==> src/rtl/fifo_pkg.sv <==
// -----------------------------------------------------------------------------
// fifo_pkg
// Shared types and helpers for the FIFO UART drain path.
//   drain_state_t : encoding of the drain FSM states
//   UART_IDLE     : line level of an idle UART (mark)
//   clks_per_bit  : integer-truncated clock cycles per UART bit
// -----------------------------------------------------------------------------
package fifo_pkg;

    typedef enum logic [2:0] {
        IDLE  = 3'd0,
        FETCH = 3'd1,
        LATCH = 3'd2,
        START = 3'd3,
        DATA  = 3'd4,
        STOP  = 3'd5
    } drain_state_t;

    localparam logic UART_IDLE = 1'b1;

    // Truncating division keeps the bit period an exact number of clocks.
    function automatic int unsigned clks_per_bit(input int unsigned clk_hz,
                                                 input int unsigned baud);
        return clk_hz / baud;
    endfunction

endpackage

==> src/rtl/fifo_uart_drain_if.sv <==
// -----------------------------------------------------------------------------
// fifo_uart_drain_if
// Read port of the 16x8 synchronous FIFO as seen by its consumer.
//   fifo_empty      : FIFO empty flag (driven by the FIFO)
//   fifo_rd_data    : read data, valid the cycle after fifo_rd_request
//   fifo_rd_request : single-cycle pop strobe (driven by the consumer)
// Modports: master = consumer (drain), slave = FIFO.
// -----------------------------------------------------------------------------
interface fifo_uart_drain_if;

    logic       fifo_empty;
    logic [7:0] fifo_rd_data;
    logic       fifo_rd_request;

    modport master (
        input  fifo_empty,
        input  fifo_rd_data,
        output fifo_rd_request
    );

    modport slave (
        output fifo_empty,
        output fifo_rd_data,
        input  fifo_rd_request
    );

endinterface

==> src/rtl/uart_bit_timer.sv <==
// -----------------------------------------------------------------------------
// uart_bit_timer
// Restartable baud counter running 0..CLKS_PER_BIT-1. It only advances while
// run_i is high, so bit boundaries stay aligned to the start of each frame.
//   CLK100      in  system clock
//   reset       in  asynchronous active-high reset
//   restart_i   in  force the counter to 0 on the next edge (wins over run_i)
//   run_i       in  advance the counter
//   bit_done_o  out one-cycle pulse on the last cycle of each bit period
// -----------------------------------------------------------------------------
module uart_bit_timer #(
    parameter int unsigned CLKS_PER_BIT = 868
) (
    input  logic CLK100,
    input  logic reset,
    input  logic restart_i,
    input  logic run_i,
    output logic bit_done_o
);

    localparam int unsigned CNT_W = (CLKS_PER_BIT > 1) ? $clog2(CLKS_PER_BIT) : 1;
    localparam logic [CNT_W-1:0] LAST = CNT_W'(CLKS_PER_BIT - 32'd1);
    localparam logic [CNT_W-1:0] ONE  = CNT_W'(32'd1);

    logic [CNT_W-1:0] cnt_q;
    logic [CNT_W-1:0] cnt_d;

    // Next count: restart, wrap at the end of a bit, or hold when idle.
    always_comb begin
        cnt_d = cnt_q;
        if (restart_i) begin
            cnt_d = '0;
        end else if (run_i) begin
            if (cnt_q == LAST) begin
                cnt_d = '0;
            end else begin
                cnt_d = cnt_q + ONE;
            end
        end else begin
            cnt_d = cnt_q;
        end
    end

    // Counter register.
    always_ff @(posedge CLK100 or posedge reset) begin
        if (reset) begin
            cnt_q <= '0;
        end else begin
            cnt_q <= cnt_d;
        end
    end

    assign bit_done_o = run_i && !restart_i && (cnt_q == LAST);

endmodule

==> src/rtl/fifo_uart_drain.sv <==
// -----------------------------------------------------------------------------
// fifo_uart_drain
// Consumer end of the 16x8 FIFO: pops bytes and sends them as 8N1 UART frames,
// LSB first. All outputs come straight from flops.
//   CLK100      in  system clock
//   reset       in  asynchronous active-high reset
//   enable      in  drain enable (already synchronised)
//   fifo        --  FIFO read port (master side: empty/rd_data in, rd_request out)
//   txd         out UART serial output, idles high
//   busy        out high in every state except IDLE
//   sent_count  out frames completed since reset, modulo 256
// -----------------------------------------------------------------------------
module fifo_uart_drain
    import fifo_pkg::*;
#(
    parameter int unsigned CLK_HZ       = 100_000_000,
    parameter int unsigned BAUD         = 115200,
    parameter int unsigned CLKS_PER_BIT = clks_per_bit(CLK_HZ, BAUD)
) (
    input  logic                     CLK100,
    input  logic                     reset,
    input  logic                     enable,
    fifo_uart_drain_if.master        fifo,
    output logic                     txd,
    output logic                     busy,
    output logic [7:0]               sent_count
);

    localparam logic [2:0] ST_IDLE  = IDLE;
    localparam logic [2:0] ST_FETCH = FETCH;
    localparam logic [2:0] ST_LATCH = LATCH;
    localparam logic [2:0] ST_START = START;
    localparam logic [2:0] ST_DATA  = DATA;
    localparam logic [2:0] ST_STOP  = STOP;

    logic [2:0] state_q,   state_d;
    logic       txd_q,     txd_d;
    logic       rd_req_q,  rd_req_d;
    logic       busy_q,    busy_d;
    logic [7:0] shift_q,   shift_d;
    logic [2:0] bit_idx_q, bit_idx_d;
    logic [7:0] sent_q,    sent_d;

    logic restart_s;
    logic run_s;
    logic bit_done_s;

    // Timer advances only while a frame is on the wire.
    assign run_s = (state_q == ST_START) || (state_q == ST_DATA) || (state_q == ST_STOP);

    uart_bit_timer #(
        .CLKS_PER_BIT (CLKS_PER_BIT)
    ) u_bit_timer (
        .CLK100     (CLK100),
        .reset      (reset),
        .restart_i  (restart_s),
        .run_i      (run_s),
        .bit_done_o (bit_done_s)
    );

    // Next-state logic. Outputs are computed one cycle ahead so they can be
    // registered; fifo_empty is only looked at in IDLE and on the last STOP cycle.
    always_comb begin
        state_d   = state_q;
        txd_d     = txd_q;
        rd_req_d  = 1'b0;
        shift_d   = shift_q;
        bit_idx_d = bit_idx_q;
        sent_d    = sent_q;
        restart_s = 1'b0;
        case (state_q)
            ST_IDLE: begin
                txd_d = UART_IDLE;
                if (enable && !fifo.fifo_empty) begin
                    state_d  = ST_FETCH;
                    rd_req_d = 1'b1;
                end else begin
                    state_d  = ST_IDLE;
                end
            end
            ST_FETCH: begin
                state_d = ST_LATCH;
            end
            ST_LATCH: begin
                // Read data is valid now, one cycle after the pop strobe.
                shift_d   = fifo.fifo_rd_data;
                bit_idx_d = 3'd0;
                restart_s = 1'b1;
                txd_d     = 1'b0;
                state_d   = ST_START;
            end
            ST_START: begin
                if (bit_done_s) begin
                    txd_d   = shift_q[0];
                    state_d = ST_DATA;
                end else begin
                    state_d = ST_START;
                end
            end
            ST_DATA: begin
                if (bit_done_s) begin
                    if (bit_idx_q == 3'd7) begin
                        txd_d   = UART_IDLE;
                        state_d = ST_STOP;
                    end else begin
                        // shift_q[1] becomes the new LSB after this shift.
                        shift_d   = {1'b0, shift_q[7:1]};
                        txd_d     = shift_q[1];
                        bit_idx_d = bit_idx_q + 3'd1;
                        state_d   = ST_DATA;
                    end
                end else begin
                    state_d = ST_DATA;
                end
            end
            ST_STOP: begin
                if (bit_done_s) begin
                    sent_d = sent_q + 8'd1;
                    if (enable && !fifo.fifo_empty) begin
                        state_d  = ST_FETCH;
                        rd_req_d = 1'b1;
                    end else begin
                        state_d  = ST_IDLE;
                    end
                end else begin
                    state_d = ST_STOP;
                end
            end
            default: begin
                txd_d   = UART_IDLE;
                state_d = ST_IDLE;
            end
        endcase
        busy_d = (state_d != ST_IDLE);
    end

    // State and output registers; reset forces the line idle immediately.
    always_ff @(posedge CLK100 or posedge reset) begin
        if (reset) begin
            state_q   <= ST_IDLE;
            txd_q     <= UART_IDLE;
            rd_req_q  <= 1'b0;
            busy_q    <= 1'b0;
            shift_q   <= 8'd0;
            bit_idx_q <= 3'd0;
            sent_q    <= 8'd0;
        end else begin
            state_q   <= state_d;
            txd_q     <= txd_d;
            rd_req_q  <= rd_req_d;
            busy_q    <= busy_d;
            shift_q   <= shift_d;
            bit_idx_q <= bit_idx_d;
            sent_q    <= sent_d;
        end
    end

    assign fifo.fifo_rd_request = rd_req_q;
    assign txd                  = txd_q;
    assign busy                 = busy_q;
    assign sent_count           = sent_q;

endmodule

==> src/flat_wrapper.sv <==
// flat-port wrapper written by rule: the top's interface ports become plain ports
module fifo_uart_drain_flat import fifo_pkg::*;
#(
    parameter int unsigned CLK_HZ       = 100_000_000,
    parameter int unsigned BAUD         = 115200,
    parameter int unsigned CLKS_PER_BIT = clks_per_bit(CLK_HZ, BAUD)
)
  (CLK100, reset, enable, txd, busy, sent_count, fifo_fifo_empty, fifo_fifo_rd_data, fifo_fifo_rd_request);
  fifo_uart_drain_if fifo_i ();
  input  logic CLK100;
  input  logic reset;
  input  logic enable;
  output logic txd;
  output logic busy;
  output logic [7:0] sent_count;
  input wire logic [$bits(fifo_i.fifo_empty)-1:0] fifo_fifo_empty;
  input wire logic [$bits(fifo_i.fifo_rd_data)-1:0] fifo_fifo_rd_data;
  output wire logic [$bits(fifo_i.fifo_rd_request)-1:0] fifo_fifo_rd_request;
  assign fifo_i.fifo_empty = fifo_fifo_empty;
  assign fifo_i.fifo_rd_data = fifo_fifo_rd_data;
  assign fifo_fifo_rd_request = fifo_i.fifo_rd_request;
  fifo_uart_drain #(.CLK_HZ(CLK_HZ), .BAUD(BAUD), .CLKS_PER_BIT(CLKS_PER_BIT)) u_core (.CLK100(CLK100), .reset(reset), .enable(enable), .fifo(fifo_i), .txd(txd), .busy(busy), .sent_count(sent_count));
endmodule
==> config.mk <==
export PLATFORM = sky130hd
export DESIGN_NAME = fifo_uart_drain_flat
export DESIGN_NICKNAME = d
export VERILOG_FILES = /design/src/rtl/fifo_pkg.sv /design/src/rtl/fifo_uart_drain_if.sv /design/src/rtl/uart_bit_timer.sv /design/src/rtl/fifo_uart_drain.sv /design/src/flat_wrapper.sv
export SDC_FILE = /design/constraint.sdc
export NUM_CORES = 1
export LEC_CHECK = 0
export BUFFER_PORTS_ARGS = -buffer_cell sky130_fd_sc_hd__buf_4
export CORE_ASPECT_RATIO = 0.75
export CORE_MARGIN = 2
export CORE_UTILIZATION = 40
export CTS_BUF_LIST = sky130_fd_sc_hd__clkbuf_16
export DETAILED_ROUTE_END_ITERATION = 8
export PLACE_DENSITY = 0.71
export SYNTH_ARGS = -nofsm -noshare
export SYNTH_HDL_FRONTEND = slang
export SYNTH_HIERARCHICAL = 1
export SYNTH_SLANG_ARGS = --single-unit
==> constraint.sdc <==
create_clock -name CLK100 -period 2.5 [get_ports CLK100]
set_input_delay 0.375 -clock CLK100 [delete_from_list [all_inputs] [get_ports CLK100]]
set_output_delay 0.375 -clock CLK100 [all_outputs]
set_load 0.02 [all_outputs]
==> results.sh <==
export IMPL_outcome="complete, no violations"
export IMPL_p_sw_share_pct=20.0
export IMPL_synth_cell_types=50
export IMPL_period_minus_slack_ps=2210
export IMPL_finalPower_uw=1190
export IMPL_area_growth_pct=20.5
export IMPL_dr_max_layer_used="met4"
export IMPL_cts_max_path_buffers=2
export IMPL_dieArea_sq_mm=0.00524
export IMPL_ir_drop_mv=0.323
export IMPL_overflow=0
export IMPL_grt_pass1_wl_mm=6.16
export IMPL_cts_sinks=35
export IMPL_min_path_type="input pin to async pin"
export IMPL_synth_edff_count=0
export IMPL_rr_endpoint="u_core/bit_idx_q[2]"
export IMPL_end_kind="flop"
export IMPL_cts_made_buffers=5
export IMPL_worst_ep_required_time_ps=2700
export IMPL_drt_met1_wl_mm=1.81
export IMPL_synth_top_area_cell="dfrtp_1"
export IMPL_synthCells=184
export IMPL_synth_common_cells="dfrtp_1, nand2_1, a21oi_1, nor2_1, mux2i_1"
export IMPL_wl_met3_um=217
export IMPL_vias=1407
export IMPL_postCtsSetupBuffers=0
export IMPL_die_h_um=63.2
export IMPL_fin_nets=230
export IMPL_cap_violations=0
export IMPL_synth_area_leaders="dfrtp_1, mux2i_1, nand2_1, a21oi_1, xnor2_1"
export IMPL_max_clock_freq_mhz=453
export IMPL_drc=0
export IMPL_start_util_pct=41.8
export IMPL_viasPerCell=5.17
export IMPL_synth_warnings=6
export IMPL_syn_nets=200
export IMPL_antennaDiodeCount=0
export IMPL_worst_pin_slew_ps=570
export IMPL_finalWeightedCongestion=0.831
export IMPL_hpwl_mm=2.41
export IMPL_avgSynthCellArea_sq_um=10.2
export IMPL_worst_path_max_fanout=21
export IMPL_hold_slack_ps=91.8
export IMPL_r2r_setup_slack_ps=290
export IMPL_setup_viol=0
export IMPL_r2r_start="u_core/u_bit_timer/cnt_q[0]"
export IMPL_synth_flop_cell="dfrtp_1"
export IMPL_fin_cells=272
export IMPL_ff2ff_path_depth=10
export IMPL_clk_pin_slew_worst_paths_ps=50
export IMPL_crit_arrival_ps=2410
export IMPL_drtIter0Drc=128
export IMPL_ys_async_sr_fraction_pct=100
export IMPL_synth_most_common_cell="dfrtp_1"
export IMPL_rsz0062_at_grt="false"
export IMPL_grt_max_degree=26
export IMPL_io_buffer_count=22
export IMPL_relSlewSlack_pct=62.0
export IMPL_hold_violations=0
export IMPL_wl_per_cell_um=12.7
export IMPL_power_density_mw_per_mm2=528
export IMPL_sequentialPowerShare_pct=48.5
export IMPL_core_area_sq_mm=0.00447
export IMPL_cts_tree="yes"
export IMPL_comb_power_share_pct=3.2
export IMPL_fin_crit_sh_pct=88.4
export IMPL_p_sw_uw=238
export IMPL_grt_antenna_before_repair=0
export IMPL_boundaryPins=23
export IMPL_p_leak_uw=0.00105
export IMPL_drive_gt1_share_pct=23.3
export IMPL_cts_htree_levels=2
export IMPL_intPower_uw=952
export IMPL_dr_pass1_iters=4
export IMPL_cts_resized=0
export IMPL_rows=21
export IMPL_synth_top_area_share_pct=45.5
export IMPL_clockPowerShare_pct=48.2
export IMPL_crit_type="flop to flop"
export IMPL_slew_viol_final=0
export IMPL_grt_pass1_vias=1322
export IMPL_finalWirelength_mm=3.45
export IMPL_netlist_area_sq_mm=0.00187
export IMPL_die_width_um=82.9
export IMPL_met2_length_mm=1.35
export IMPL_synth_seq_cells=35
export IMPL_ant_nets=0
export IMPL_grt_usage_pct=15.1
export IMPL_cp_start_kind="flop"
export IMPL_finClkSkew_ps=3.34
export IMPL_hold_buffers=0
export IMPL_setup_tns_ps=0
export IMPL_root_buffer="clkbuf_16"
export IMPL_yosysSeqAreaShare_pct=46.9
export IMPL_dp_cells=264
export IMPL_worstSkewPairLatency_ps=280
## how the worst max path moves through the flow
stage          slack, ps                   to                        start  depth (start not counted)
5_1_grt               70  u_core/bit_idx_q[2]  u_core/u_bit_timer/cnt_q[0]                         10
3_5_place_dp         310  u_core/bit_idx_q[0]  u_core/u_bit_timer/cnt_q[0]                         10
4_1_cts              290  u_core/bit_idx_q[2]  u_core/u_bit_timer/cnt_q[0]                         10
3_3_place_gp         390  u_core/bit_idx_q[0]            u_core/state_q[1]                         10
6_report             290  u_core/bit_idx_q[2]  u_core/u_bit_timer/cnt_q[0]                         10
2_1_floorplan        410  u_core/bit_idx_q[0]            u_core/state_q[0]                         10
## stage by stage
stage          utilization, %  cell area (sq um)  setup slack [ps]
3_5_place_dp             47.3               2110               310
5_1_grt                  50.4               2250              74.9
2_1_floorplan               -               1870               415
3_3_place_gp             47.3               2110               394
6_report                 50.4               2250               290
4_1_cts                  50.4               2250               294
## worst max-delay path, stage by stage, from the launching register on
cell	delay, ps
dfrtp_1	420
ha_1	280
and4bb_1	260
nand4_1	150
nor2_1	130
buf_4	180
nand4bb_1	110
a21oi_1	160
buf_4	250
nand3_1	100
o21ai_1	100
## area by class of cell
cell class                 instances  area (sq um)
sequential                        35           877
fill                             387          2210
clock buffer                       5           125
tap                               57          71.3
inverter                           7          26.3
clock inverter                     3          12.5
multi-input combinational        135           915
timing repair buffer              30           225
## layer usage
metal | up-vias | global-route usage [%]
li1 | 718 | -
met4 | 0 | 6.56
met1 | 639 | 21.9
met3 | 6 | 6.42
met5 | - | 0
met2 | 44 | 19.3
## power groups by stage
stage               registers (uW)  logic, uW  clock network, uW
floorplan                      586       20.1                  0
global placement               587       39.4                  0
detailed placement             587       39.9                  0
CTS                            577       40.2                593
global route                   578       45.1                630
finish                         578       38.7                574
## layout by cell type (no fill, tap or decap), drive strengths merged, types with 2 or more instances in the layout
| cell type | instances |
|---|---|
| a21oi | 13 |
| a22o | 2 |
| and3 | 3 |
| buf | 30 |
| clkbuf | 5 |
| dfrtp | 34 |
| ha | 4 |
| inv | 9 |
| mux2i | 9 |
| nand2 | 22 |
| nand2b | 5 |
| nand3 | 7 |
| nand4 | 6 |
| nand4b | 2 |
| nor2 | 15 |
| nor2b | 3 |
| nor3b | 2 |
| o21ai | 12 |
| o32a | 2 |
| xnor2 | 7 |
| xor2 | 2 |
## logic make-up (layout without fill, tap and decap cells)
logic type                 Yosys count  in the layout  share of synthesized area [%]
AOI/OAI and AO/OA                   41             41                           14.2
xor gates and xnor gates             9              9                           4.22
adders and majority gates            4              4                           2.68
buffers and inverters               14             45                           4.15
DFF                                 35             35                           46.9
muxes                               10             10                           5.42
and+or+nand+nor                     71             71                           22.4
## state kept, by name, indices dropped and copies added (netlist names)
register	cells
u_core/fifo.fifo_rd_request	1
u_core/u_bit_timer/cnt_q	10
u_core/busy	1
u_core/state_q	3
u_core/txd	1
u_core/bit_idx_q	3
u_core/sent_count	8
u_core/shift_q	8
Note: power is estimated with default switching activity, not from simulation.
